[src/rtl/mac_seq_driver.sv]
// mac_seq_driver: sequences one MAC job (cfg, enable, operand burst, drain, read) and returns the result.
// Latency: mac_cfg 1 cycle after start, first mac_valid at +3, res_valid at +N+5 when operands keep pace.
// Backpressure: op_ready drops on a full FIFO or once len operands are taken; res_data/res_error hold until res_ready.
// Optional feature: define MAC_SEQ_TIMEOUT_EN to abort a job after TIMEOUT consecutive starved STREAM cycles.
module mac_seq_driver #(
    parameter int DATA_W     = 16,
    parameter int LEN_W      = 8,
    parameter int FIFO_DEPTH = 4,
    parameter int TIMEOUT    = 64
) (
    input  logic              clk,
    input  logic              rst_n,
    input  logic              start,
    input  logic              start_mode,
    input  logic [LEN_W-1:0]  start_len,
    output logic              busy,
    input  logic              op_valid,
    output logic              op_ready,
    input  logic [DATA_W-1:0] op_a,
    input  logic [DATA_W-1:0] op_b,
    output logic              mac_enable,
    output logic              mac_valid,
    output logic              mac_read,
    output logic              mac_cfg,
    output logic              mac_mode,
    output logic [DATA_W-1:0] mac_a,
    output logic [DATA_W-1:0] mac_b,
    input  logic [DATA_W-1:0] mac_out,
    input  logic              mac_error,
    output logic              res_valid,
    input  logic              res_ready,
    output logic [DATA_W-1:0] res_data,
    output logic              res_error
);
    localparam int AW = $clog2(FIFO_DEPTH);

    typedef enum logic [2:0] {
        S_IDLE,
        S_CFG,
        S_ENA,
        S_STREAM,
        S_DRAIN,
        S_READ,
        S_RESULT
    } state_t;

    state_t            state;
    state_t            state_nxt;
    logic              mode_q;
    logic [LEN_W-1:0]  len_q;
    logic [LEN_W-1:0]  push_cnt;
    logic [LEN_W-1:0]  pop_cnt;
    logic [DATA_W-1:0] fifo_a [FIFO_DEPTH];
    logic [DATA_W-1:0] fifo_b [FIFO_DEPTH];
    logic [AW:0]       wr_ptr;
    logic [AW:0]       rd_ptr;
    logic              fifo_empty;
    logic              fifo_full;
    logic              push;
    logic              pop;
    logic              accept;
    logic              to_hit;
    logic              op_window;

    // Pointers carry one wrap bit so full and empty are distinguishable.
    assign fifo_empty = (wr_ptr == rd_ptr);
    assign fifo_full  = (wr_ptr[AW] != rd_ptr[AW]) && (wr_ptr[AW-1:0] == rd_ptr[AW-1:0]);

    assign busy      = (state != S_IDLE);
    assign op_window = (state == S_CFG) || (state == S_ENA) || (state == S_STREAM);
    assign op_ready  = op_window && !fifo_full && (push_cnt < len_q);
    assign push      = op_valid && op_ready;
    assign pop       = (state == S_STREAM) && !fifo_empty;

    // Operands reach the MAC only from the FIFO head, so no op-to-mac combinational path exists.
    assign mac_valid = pop;
    assign mac_a     = pop ? fifo_a[rd_ptr[AW-1:0]] : '0;
    assign mac_b     = pop ? fifo_b[rd_ptr[AW-1:0]] : '0;
    assign mac_mode  = mode_q;

`ifdef MAC_SEQ_TIMEOUT_EN
    localparam int TO_W = $clog2(TIMEOUT + 1);
    logic [TO_W-1:0] starve_cnt;

    // The hit fires on the TIMEOUT-th consecutive empty STREAM cycle.
    assign to_hit = (state == S_STREAM) && fifo_empty && (starve_cnt == TO_W'(TIMEOUT - 1));

    // Count consecutive empty STREAM cycles; any pop or other state clears it.
    always_ff @(posedge clk or posedge rst_n) begin
        if (rst_n) begin
            starve_cnt <= '0;
        end else if ((state == S_STREAM) && fifo_empty) begin
            starve_cnt <= starve_cnt + TO_W'(1);
        end else begin
            starve_cnt <= '0;
        end
    end
`else
    logic unused_timeout;
    assign unused_timeout = (TIMEOUT != 0);
    assign to_hit         = 1'b0;
`endif

    // FIFO pointers; a timeout flush discards anything still queued.
    always_ff @(posedge clk or posedge rst_n) begin
        if (rst_n) begin
            wr_ptr <= '0;
            rd_ptr <= '0;
        end else if (to_hit) begin
            wr_ptr <= '0;
            rd_ptr <= '0;
        end else begin
            if (push) wr_ptr <= wr_ptr + (AW+1)'(1);
            if (pop)  rd_ptr <= rd_ptr + (AW+1)'(1);
        end
    end

    // FIFO storage needs no reset: entries are only read after being written.
    always_ff @(posedge clk) begin
        if (push) begin
            fifo_a[wr_ptr[AW-1:0]] <= op_a;
            fifo_b[wr_ptr[AW-1:0]] <= op_b;
        end
    end

    // Job descriptor and per-job push/pop counters, restarted on each accepted job.
    always_ff @(posedge clk or posedge rst_n) begin
        if (rst_n) begin
            mode_q   <= 1'b0;
            len_q    <= '0;
            push_cnt <= '0;
            pop_cnt  <= '0;
        end else if (accept) begin
            mode_q   <= start_mode;
            len_q    <= start_len;
            push_cnt <= '0;
            pop_cnt  <= '0;
        end else begin
            if (push) push_cnt <= push_cnt + LEN_W'(1);
            if (pop)  pop_cnt  <= pop_cnt + LEN_W'(1);
        end
    end

    // Capture the MAC result during READ, or a zero/error result on starvation abort.
    always_ff @(posedge clk or posedge rst_n) begin
        if (rst_n) begin
            res_data  <= '0;
            res_error <= 1'b0;
        end else if (state == S_READ) begin
            res_data  <= mac_out;
            res_error <= mac_error;
        end else if (to_hit) begin
            res_data  <= '0;
            res_error <= 1'b1;
        end
    end

    // State register.
    always_ff @(posedge clk or posedge rst_n) begin
        if (rst_n) begin
            state <= S_IDLE;
        end else begin
            state <= state_nxt;
        end
    end

    // Next-state and MAC control decode.
    always_comb begin
        state_nxt  = state;
        accept     = 1'b0;
        mac_cfg    = 1'b0;
        mac_enable = 1'b0;
        mac_read   = 1'b0;
        res_valid  = 1'b0;
        case (state)
            S_IDLE: begin
                if (start && (start_len != '0)) begin
                    accept    = 1'b1;
                    state_nxt = S_CFG;
                end
            end
            S_CFG: begin
                mac_cfg   = 1'b1;
                state_nxt = S_ENA;
            end
            S_ENA: begin
                mac_enable = 1'b1;
                state_nxt  = S_STREAM;
            end
            S_STREAM: begin
                mac_enable = 1'b1;
                if (pop && (pop_cnt == len_q - LEN_W'(1))) begin
                    state_nxt = S_DRAIN;
                end else if (to_hit) begin
                    state_nxt = S_RESULT;
                end
            end
            S_DRAIN: begin
                mac_enable = 1'b1;
                state_nxt  = S_READ;
            end
            S_READ: begin
                mac_enable = 1'b1;
                mac_read   = 1'b1;
                state_nxt  = S_RESULT;
            end
            S_RESULT: begin
                res_valid = 1'b1;
                if (res_ready) state_nxt = S_IDLE;
            end
            default: state_nxt = S_IDLE;
        endcase
    end
endmodule

[config.mk]
export PLATFORM = sky130hd
export DESIGN_NAME = mac_seq_driver
export DESIGN_NICKNAME = d
export VERILOG_FILES = /design/src/rtl/mac_seq_driver.sv
export SDC_FILE = /design/constraint.sdc
export NUM_CORES = 1
export LEC_CHECK = 0
export ABC_CLOCK_PERIOD_IN_PS = 4630
export CAP_MARGIN = 10
export CELL_PAD_IN_SITES_DETAIL_PLACEMENT = 1
export CELL_PAD_IN_SITES_GLOBAL_PLACEMENT = 2
export CORE_MARGIN = 2
export CORE_UTILIZATION = 41
export CTS_BUF_LIST = sky130_fd_sc_hd__clkbuf_8 sky130_fd_sc_hd__clkbuf_16
export DETAILED_ROUTE_END_ITERATION = 7
export HOLD_SLACK_MARGIN = 0.12
export PLACE_DENSITY_LB_ADDON = 0.1
export SLEW_MARGIN = 5
export SYNTH_ARGS = -nofsm -noshare
export SYNTH_HDL_FRONTEND = slang
export SYNTH_SLANG_ARGS = --single-unit
[constraint.sdc]
create_clock -name clk -period 4.63 [get_ports clk]
set_input_delay 1.389 -clock clk [delete_from_list [all_inputs] [get_ports clk]]
set_output_delay 1.389 -clock clk [all_outputs]
set_load 0.02 [all_outputs]
# ---- After elaboration in Yosys (flattened, before gate mapping)
# Memory sizes are Yosys's and may differ from the RTL's.
# Cells that the tools add are included.
dict set report totals {
  regBits 51
  latch_bits 0
  mem_bits_rw 128
  rom_bits 0
  input_bits 63
  memories 2
}
dict set report op_classes {
  addsub 5
  mul 0
  div_mod_pow 0
  order_cmp 1
  n_eq_ne 13
  n_shift 0
  muxes 18
  bitwise 0
  n_reduce_logical 18
}
# name depth word_bits rd rd_ports_with_merged_regs wr line_no
set memory_table {}
lappend memory_table {fifo_a 4 16 1 0 1 53} ;# logic [DATA_W-1:0] fifo_a [FIFO_DEPTH];
lappend memory_table {fifo_b 4 16 1 0 1 54} ;# logic [DATA_W-1:0] fifo_b [FIFO_DEPTH];
# cell count
set ops {}
lappend ops {{16-bit 2-to-1 mux} 2}
lappend ops {{8-bit 2-to-1 mux} 4}
lappend ops {{3-bit case mux with 7 select lines} 1}
lappend ops {{8-bit by 1-bit adder with 8-bit output, second input constant} 2}
lappend ops {{3-bit equality test, second input constant} 3}
lappend ops {{3-bit 2-to-1 mux} 3}
lappend ops {{8-bit equality test} 1}
lappend ops {{8-bit less-than comparator} 1}
lappend ops {{1-bit 2-to-1 mux} 8}
lappend ops {{8-bit nonzero test} 1}
lappend ops {{8-bit by 1-bit subtractor with 8-bit output, second input constant} 1}
lappend ops {{1-bit logical AND} 7}
lappend ops {{3-bit by 1-bit adder with 3-bit output, second input constant} 2}
lappend ops {{3-bit by 2-bit equality test with 1-bit output, second input constant} 2}
lappend ops {{2-bit inequality test, second input constant} 2}
lappend ops {{2-bit nonzero test} 2}
lappend ops {{4-bit OR reduction} 1}
lappend ops {{3-bit by 1-bit equality test with 1-bit output, second input constant} 1}
lappend ops {{3-bit equality test} 1}
lappend ops {{3-bit zero test} 1}
lappend ops {{3-bit AND reduction} 1}
lappend ops {{3-bit nonzero test} 1}
lappend ops {{2-bit equality test} 1}
lappend ops {{1-bit zero test} 2}
lappend ops {{3 further kinds} 4}

# ---- Longest topological paths before layout
# Gate-level depths: netlist (run 1).
dict set report logic_depth {
  depth_word 8
  mapped_depth 8
}

# ---- Least setup slack after synthesis (run 1)
# OpenSTA, ideal clock, no wires.
dict set report synth_path {
  kind {register to output}
  start {register rd_ptr[0]}
  end {output port mac_a[10]}
  t_arrival_ps 1840
  required_ps 3241
  setup_slack_ps 1401
  stages_incl_launch_ff 5
  cell_sequence {dfrtp_1 -> buf_2 -> buf_1 -> mux4_2 -> and2_1}
}
dict set report synth_between {
  elab_chain_cells 4
  elab_cells_between_ends 5
}
# element line_no
set synth_rtl {}
lappend synth_rtl {{start, declared} 56} ;# logic [AW:0] rd_ptr;
lappend synth_rtl {{start signal, assigned} 114} ;# if (pop) rd_ptr <= rd_ptr + (AW+1)'(1);
lappend synth_rtl {{3-bit equality test} 66} ;# assign fifo_empty = (wr_ptr == rd_ptr);
lappend synth_rtl {{1-bit zero test} 73} ;# assign pop = (state == S_STREAM) && !fifo_empty;
lappend synth_rtl {{1-bit logical AND} 73}
lappend synth_rtl {{16-bit 2-to-1 mux (*)} 77} ;# assign mac_a = pop ? fifo_a[rd_ptr[AW-1:0]] : '0;
lappend synth_rtl {{end, declared} 26} ;# output logic [DATA_W-1:0] mac_a,
# Every way passes the cells marked *; elsewhere a longest branch is shown, timed or not.

# ---- Worst setup path in the final report (run 1)
dict set report layout_path {
  start {register wr_ptr[0]}
  end {output port mac_a[11]}
}
dict set report layout_between {
  elab_chain_cells 4
}
# element line_no
set layout_rtl {}
lappend layout_rtl {{start, declared} 55} ;# logic [AW:0] wr_ptr;
lappend layout_rtl {{start signal, assigned} 113} ;# if (push) wr_ptr <= wr_ptr + (AW+1)'(1);
lappend layout_rtl {{3-bit equality test} 66}
lappend layout_rtl {{1-bit zero test} 73}
lappend layout_rtl {{1-bit logical AND} 73}
lappend layout_rtl {{16-bit 2-to-1 mux} 77}
# No other way between the ends.

==> results.toml, run 1 <==
[drt]
wl_um = 17200
drtIter0Drc = 163
wire_per_inst_um = 19.1
antenna_left = 0
vias = 4696
drc = 0
drt_pass1_iterations = 4
vias_per_cell = 5.21

[layout]
syn2layout_area_growth_pct = 26.9
num_antenna_cells = 0
final_core_util = 0.526
stdcell_count = 901
fin_nets = 732
drive_above_1_share = 0.133

[critical_path]
start_kind = "register"
r2r_end = "fifo_b[1][8]"
cp-startpoint = "wr_ptr[0]"
crit_path_end_kind = "output pin"
crit_chain = "xnor2_1, a311o_1, inv_1, buf_4, and2_1, clkdlybuf4s50_1"
cp_max_fo = 22
rrSetupSlack_ns = 1.59
cp-endpoint = "mac_a[11]"
reg2reg_from = "len_q[5]"
required_ns = 3.24
slowest_stage = "clkdlybuf4s50_1"
critPathKind = "reg2out"
worst_ep_arrival_time_ns = 2.77
cp_slowest_stage_delay_ns = 0.61
reg2reg_depth = 6

[timing]
hold_violations = 0
fin_crit_sh = 0.899
maxSlewViolCount = 0
rsz0062_at_grt = "false"
setup_tns_ns = 0
fin_crit_ns = 4.16
tightest_slew_ns = 1.11
skew_ns = 0.0109
max_freq_mhz = 240
whs_ns = 0.474
relSlewSlack = 0.260
setup_violations = 0

[cts]
htreeDepth = 4
cts_sinks = 179
cts_buffers = 17
clk_pin_slew_ns = 0.07
cts_tree = "yes"
clockBufferDepth = 2
root_buffer = "clkbuf_16"
cts_resized = 0
postCtsSetupRepairBufs = 0
cts_hold_buf = 0
clk-insertion-delay-late_ns = 0.43

[die]
die_w_um = 141
die_h_um = 141
start_util = 0.415
ioPinCount = 120
fp-row-count = 50
core_um2 = 18500
die_area_um2 = 19800

[global_route]
grt_max_degree = 35
antenna_found_initial = 0
grt_pass1_wl_um = 28000
first_global_vias = 5120
track_usage = 0.184
grt-ovfl-total = 0

[yosys]
syn_nets = 608
ys_ff_latch = 179
synth_cells = 530
synthTopCellsByCount = "edfxtp_1 (128), nand2_1 (84), dfrtp_1 (51), and2_1 (34), mux4_2 (32)"
ys_top_cells_by_area = "edfxtp_1 (50%), dfrtp_1 (17%), mux4_2 (9.4%)"
yosysSeqAreaShare = 0.667
synth_edf_count = 128
yosysWarnings = 0
async_flop_share = 0.285
synth_top_cell_area_share = 0.501
synth.most_common_cell = "edfxtp_1"
postSynthAreaPerCell_um2 = 14.5
synth_cell_types = 53
yosysTopAreaCell = "edfxtp_1"
ys.flop_type = "edfxtp_1"
syn_area_um2 = 7680

[worst_hold_path]
hold_path_class = "reg2reg"
min_from = "res_data[13]"

[placed_design]
io_buffers = 119
place_hpwl_um = 11600
gp_congestion = 0.747
dp_cells = 869

[pwr]
power_frac_comb = 0.416
ir_worst_vdd_v = 0.000417
cellLeakagePower_nw = 3.51
internal_power_mw = 4.11
p_sw_frac = 0.358
p_switching_mw = 2.29
cellPowerDensity_nw_per_um2 = 657
clkPwrFrac = 0.224
seq_power_share = 0.361

[run_status]
outcome = "complete, no violations"

[flow_run]
maxCapViolCount = 0
## final cells by class
| class | count | area (µm²) |
|---|---|---|
| clock buffer | 17 | 425 |
| clock inverter | 15 | 180 |
| fill | 1830 | 8770 |
| inverter | 15 | 56.3 |
| multi-input combinational | 312 | 2400 |
| sequential | 179 | 5120 |
| tap | 234 | 293 |
| timing repair buffer | 129 | 1270 |
## cell usage in the layout, fill, tap and decap left out, types with 3 or more instances in the layout
master and n:
inv_8 5, buf_4 10, dfrtp_1 49, nor3_1 6
and2_1 34, a21oi_1 12, clkinv_8 4, o21ai_0 21
nor4_1 6, nand2_1 84, nand3_1 12, nand4_1 6
mux4_2 32, xor2_1 7, inv_1 13, clkbuf_16 17
nand3b_1 4, mux2i_1 3, xnor2_1 12, ha_1 15
edfxtp_1 128, and3_2 5, clkdlybuf4s50_1 119, nor2_1 11
or3_1 4, nand2b_1 7
## worst max-delay path, delay by kind of cell (launching register included)
family	cells	cell delay [ns]
flops	1	0.43
compound gates	1	0.52
simple gates	1	0.17
buf+inv	3	1.04
xor+xnor	1	0.18
## worst min-delay path by stage
stage | to | slack [ns] | cells past startpoint
after detailed placement | res_data[13] | 0.46 | 2
after CTS | res_data[8] | 0.48 | 2
after global routing | res_data[13] | 0.51 | 2
after floorplan | wr_ptr[2] | 0.46 | 1
final | res_data[13] | 0.47 | 2
after global placement | res_data[11] | 0.46 | 2
## routing by layer
layer / global-route usage / vias to the layer above / share of wire
li1: - / 2214 / -
met1: 0.236 / 2375 / 0.43
met2: 0.316 / 95 / 0.51
met3: 0.0465 / 12 / 0.045
met4: 0.0479 / 0 / 0.0096
met5: 0 / - / 0
## power groups by stage
stage / Clock, mW / Sequential, mW / Combinational (mW)
2_1_floorplan: 0 / 2.27 / 1.64
3_3_place_gp: 0 / 2.32 / 2.66
3_5_place_dp: 0 / 2.35 / 2.70
4_1_cts: 1.47 / 2.31 / 2.72
5_1_grt: 1.53 / 2.35 / 2.90
6_report: 1.43 / 2.31 / 2.66
## sequential cells by signal (all words and copies together), names as in the netlist
name,flops
mac_mode,1
fifo_b,64
rd_ptr,3
res_error,1
wr_ptr,3
pop_cnt,8
state,3
push_cnt,8
len_q,8
res_data,16
fifo_a,64
## through the flow
| stage | total power [mW] | area, µm² | setup slack (ns) |
|---|---|---|---|
| after floorplan | 3.91 | 7680 | 1.40 |
| after global placement | 4.98 | 9140 | 0.911 |
| after detailed placement | 5.05 | 9140 | 0.898 |
| after CTS | 6.50 | 9740 | 0.420 |
| after global routing | 6.78 | 9740 | 0.296 |
| final | 6.40 | 9740 | 0.466 |
## logic make-up after synthesis
family                   synth area share
AO/OA/AOI/OAI                      0.0383
XOR/XNOR                           0.0217
adder cells (fa/ha/maj)            0.0244
buffers and inverters              0.0210
flip-flops                          0.667
multiplexers                       0.0993
AND/OR/NAND/NOR                     0.128
No activity file was read; power rests on OpenSTA's default activity.
==> inputs of run 2 (changes only) <==
Settings changed: CORE_ASPECT_RATIO set to 0.6, CTS_CLUSTER_SIZE set to 8, SETUP_SLACK_MARGIN set to 0.5.
==> run 2 against run 1 <==
- final area is essentially flat
- clock power shrank 5%
- count of clock-buffer cells in the layout is the same
- power shrank 0.97%
- cell count grew 0.78%
- register-to-register slack lost 0.10 ns
- hold slack lost 0.0026 ns
- maximum frequency grew 4.6%
- clock skew shrank 0.00073 ns
==> results.toml, run 2 (synthesis results as in run 1) <==
[die]
fp-row-count = 38
die_area_um2 = 19900
die_w_um = 181
die_h_um = 110
start_util = 0.422
core_um2 = 18200
ioPinCount = 120

[pwr]
seq_power_share = 0.366
cellLeakagePower_nw = 3.58
total_power_mw = 6.34
p_switching_mw = 2.21
p_sw_frac = 0.349
clkPwrFrac = 0.215
power_frac_comb = 0.419
cellPowerDensity_nw_per_um2 = 650
internal_power_mw = 4.12
ir_worst_vdd_v = 0.000366

[layout]
drive_above_1_share = 0.133
mostFrequentLayoutCells = "edfxtp_1 (128), clkdlybuf4s50_1 (108), nand2_1 (84)"
fin_nets = 733
final_common_cell = "edfxtp_1"
num_antenna_cells = 0
syn2layout_area_growth_pct = 27.0
final_core_util = 0.535

[cts]
clockBufferDepth = 2
cts_sinks = 179
clk-insertion-delay-late_ns = 0.43
root_buffer = "clkbuf_16"
htreeDepth = 4
clk_pin_slew_ns = 0.07
cts_buffers = 17
cts_tree = "yes"

[critical_path]
slowest_stage = "clkdlybuf4s50_1"
required_ns = 3.24
start_kind = "register"
critPathKind = "reg2out"
cp_top_family = "buffers and inverters"
cp_slowest_stage_delay_ns = 0.60
critPathBufInv = 3
worst_ep_arrival_time_ns = 2.59
crit_path_end_kind = "output pin"
cp_max_fo = 40
crit_chain = "xnor2_1, a311o_2, inv_1, buf_12, and2_1, clkdlybuf4s50_1"

[drt]
vias_per_cell = 5.23
vias = 4750
wl_met3_um = 635
drtIter0Drc = 336
wl_um = 17600
maxUsedRoutingLayer = "met4"
antenna_left = 0
drt_pass1_iterations = 4
wire_per_inst_um = 19.4
drc = 0
wl_met2_um = 7830
wl_met1_um = 9020

[timing]
setup_violations = 0
setup_tns_ns = 0
max_freq_mhz = 251
tightest_slew_ns = 1.05
skew_ns = 0.0102
relSlewSlack = 0.303
maxSlewViolCount = 0
fin_crit_ns = 3.98
hold_violations = 0
rsz0062_at_grt = "false"
fin_crit_sh = 0.860
whs_ns = 0.471

[run_status]
outcome = "complete, no violations"

[global_route]
grt-ovfl-total = 0
grt_pass1_wl_um = 28000
first_global_vias = 5121
track_usage = 0.188
antenna_found_initial = 0
grt_max_degree = 42

[placed_design]
place_hpwl_um = 11800
gp_congestion = 0.790
io_buffers = 119

[flow_run]
maxCapViolCount = 0

[worst_hold_path]
hold_path_class = "reg2reg"
[run 2: final timing paths]
check                      depth (start not counted)          from  slack, ns             to
max                                                6     wr_ptr[1]       0.65       mac_b[8]
min                                                2  res_data[13]       0.47   res_data[13]
max reg2reg                                        6      len_q[6]       1.49  fifo_b[3][15]
min reg2reg                                        2  res_data[13]       0.47   res_data[13]
max in group asynchronous                          3         rst_n       2.50   res_data[12]
min in group asynchronous                          2         rst_n       1.48    push_cnt[4]
[run 2: layer usage]
layer,up-vias,GRT usage
met5,-,0
met1,2442,0.269
li1,2212,-
met3,12,0.0440
met2,84,0.289
met4,0,0.0565
[run 2: layout make-up]
class                           count  area, µm²
Tap cell                          240        300
Fill cell                        1784       8460
Timing Repair Buffer              130       1310
Inverter                           15       56.3
Multi-Input combinational cell    312       2400
Sequential cell                   179       5120
Clock inverter                     15        134
Clock buffer                       17        425
[run 2: tightest hold or removal path, delay by kind of cell (launching register included)]
kind,cells,cell delay (ns)
flops,1,0.34
simple gates,2,0.10
[run 2: metrics by stage]
step                setup slack, ns  std cells  cell area, µm²
floorplan                      1.40        530            7680
global placement              0.905        873            9130
detailed placement            0.821        873            9130
CTS                           0.516        905            9700
global route                  0.549        908            9750
finish                        0.648        908            9750
[run 2: power by group through the flow]
stage,Clock (mW),Combinational (mW),Sequential [mW]
detailed placement,0,2.66,2.35
CTS,1.39,2.68,2.32
global route,1.46,2.88,2.36
floorplan,0,1.64,2.27
global placement,0,2.60,2.32
finish,1.36,2.66,2.32
[run 2: what timing repair did]
action,in CTS,in global routing
buffers inserted,0,3
pin swaps,0,1
endpoints found under the setup margin,33,30
resized for setup,7,9
hold buffers,0,0
==> inputs of run 3 (changes only) <==
Settings changed: CORE_UTILIZATION 41 to 35.
==> run 3 against run 2 <==
- count of clock-buffer cells in the layout stayed put
- hold slack better by 0.0071 ns
- core utilization shrank 7.0 points
- register-to-register slack worse by 0.02 ns
- worst setup slack improved by 0.0089 ns
==> results.toml, run 3 (synthesis results as in run 1) <==
[run_status]
outcome = "complete, no violations"

[global_route]
first_global_vias = 5138
grt_pass1_wl_um = 29300
grt_max_degree = 39
grt-ovfl-total = 0
antenna_found_initial = 0
track_usage = 0.168

[timing]
setup_tns_ns = 0
whs_ns = 0.478
relSlewSlack = 0.253
hold_violations = 0
rsz0062_at_grt = "false"
skew_ns = 0.0102
max_freq_mhz = 252
fin_crit_sh = 0.858
maxSlewViolCount = 0
fin_crit_ns = 3.97
setup_violations = 0
tightest_slew_ns = 1.12

[die]
core_um2 = 21200
die_area_um2 = 23200
fp-row-count = 41
die_h_um = 119
die_w_um = 195
ioPinCount = 120
start_util = 0.361

[cts]
cts_tree = "yes"
clk_pin_slew_ns = 0.07
cts_sinks = 179
clk-insertion-delay-late_ns = 0.44
cts_buffers = 17
cts_hold_buf = 0
clockBufferDepth = 2
root_buffer = "clkbuf_16"
htreeDepth = 4

[drt]
wire_per_inst_um = 19.1
wl_um = 18200
drtIter0Drc = 303
vias = 4710
vias_per_cell = 4.95
drt_pass1_iterations = 4
drc = 0
antenna_left = 0

[placed_design]
gp_congestion = 0.769
place_hpwl_um = 12400
io_buffers = 119
dp_cells = 917

[critical_path]
cp_max_fo = 34
critPathKind = "reg2out"
worst_ep_arrival_time_ns = 2.58
cp-startpoint = "rd_ptr[0]"
reg2reg_depth = 6
cp_slowest_stage_delay_ns = 0.57
crit_path_end_kind = "output pin"
start_kind = "register"
r2r_end = "fifo_b[2][14]"
crit_chain = "buf_6, mux4_2, and2_1, clkdlybuf4s50_1"
cp-endpoint = "mac_b[13]"
slowest_stage = "mux4_2"
required_ns = 3.24
reg2reg_from = "len_q[6]"
rrSetupSlack_ns = 1.47

[layout]
syn2layout_area_growth_pct = 28.7
final_common_cell = "edfxtp_1"
nFillCells = 2161
num_antenna_cells = 0
mostFrequentLayoutCells = "edfxtp_1 (128), clkdlybuf4s50_1 (116), nand2_1 (84)"
drive_above_1_share = 0.141
stdcell_count = 951
fin_nets = 737

[pwr]
cellPowerDensity_nw_per_um2 = 663
cellLeakagePower_nw = 3.56
ir_worst_vdd_v = 0.000310

[flow_run]
maxCapViolCount = 0

[worst_hold_path]
hold_path_class = "reg2reg"
[run 3: routing by layer]
layer	global-route usage	part of all wire
met5	0	0
met1	0.243	0.50
met2	0.247	0.45
met4	0.0468	0.010
met3	0.0497	0.041
[run 3: worst min-delay path by stage]
stage / from / end / cells past startpoint
2_1_floorplan: wr_ptr[2] / wr_ptr[2] / 1
3_3_place_gp: res_data[12] / res_data[12] / 2
3_5_place_dp: res_data[9] / res_data[9] / 2
4_1_cts: res_data[9] / res_data[9] / 2
5_1_grt: res_data[9] / res_data[9] / 2
6_report: res_data[13] / res_data[13] / 2
[run 3: area by class of cell]
| type | count | area, µm² | area share |
|---|---|---|---|
| well taps | 279 | 349 | 0.0353 |
| clock inverters | 15 | 205 | 0.0208 |
| inverters | 15 | 58.8 | 0.00595 |
| flip-flops and latches | 179 | 5120 | 0.519 |
| clock buffers | 17 | 425 | 0.0431 |
| multi-input cells | 312 | 2400 | 0.243 |
| repair buffers | 134 | 1320 | 0.133 |
[run 3: critical path, delay by kind of cell, from the launching register on]
family	cells	cell delay, ns
multiplexers	1	0.57
AND/OR/NAND/NOR	1	0.21
buffers and inverters	2	0.98
flip-flops	1	0.38
[run 3: per-stage QoR]
step	power, mW	cell area (µm²)	utilization	setup WS [ns]
6_report	6.55	9880	0.465	0.657
5_1_grt	6.93	9880	0.465	0.510
4_1_cts	6.63	9860	0.464	0.548
3_5_place_dp	5.05	9220	0.434	0.741
3_3_place_gp	5.00	9220	0.434	0.818
2_1_floorplan	3.91	7680	-	1.40
[run 3: where the power goes]
| part | switching [mW] | total, mW | internal, mW |
|---|---|---|---|
| logic | 1.41 | 2.69 | 1.28 |
| registers | 0.192 | 2.31 | 2.12 |
| clock network | 0.644 | 1.55 | 0.909 |
[run 3: timing repair]
| item | in CTS | in global routing |
|---|---|---|
| buffers inserted | 0 | 2 |
| pin swaps | 0 | 1 |
| gates resized for setup | 6 | 2 |
| endpoints found under the setup margin | 33 | 25 |
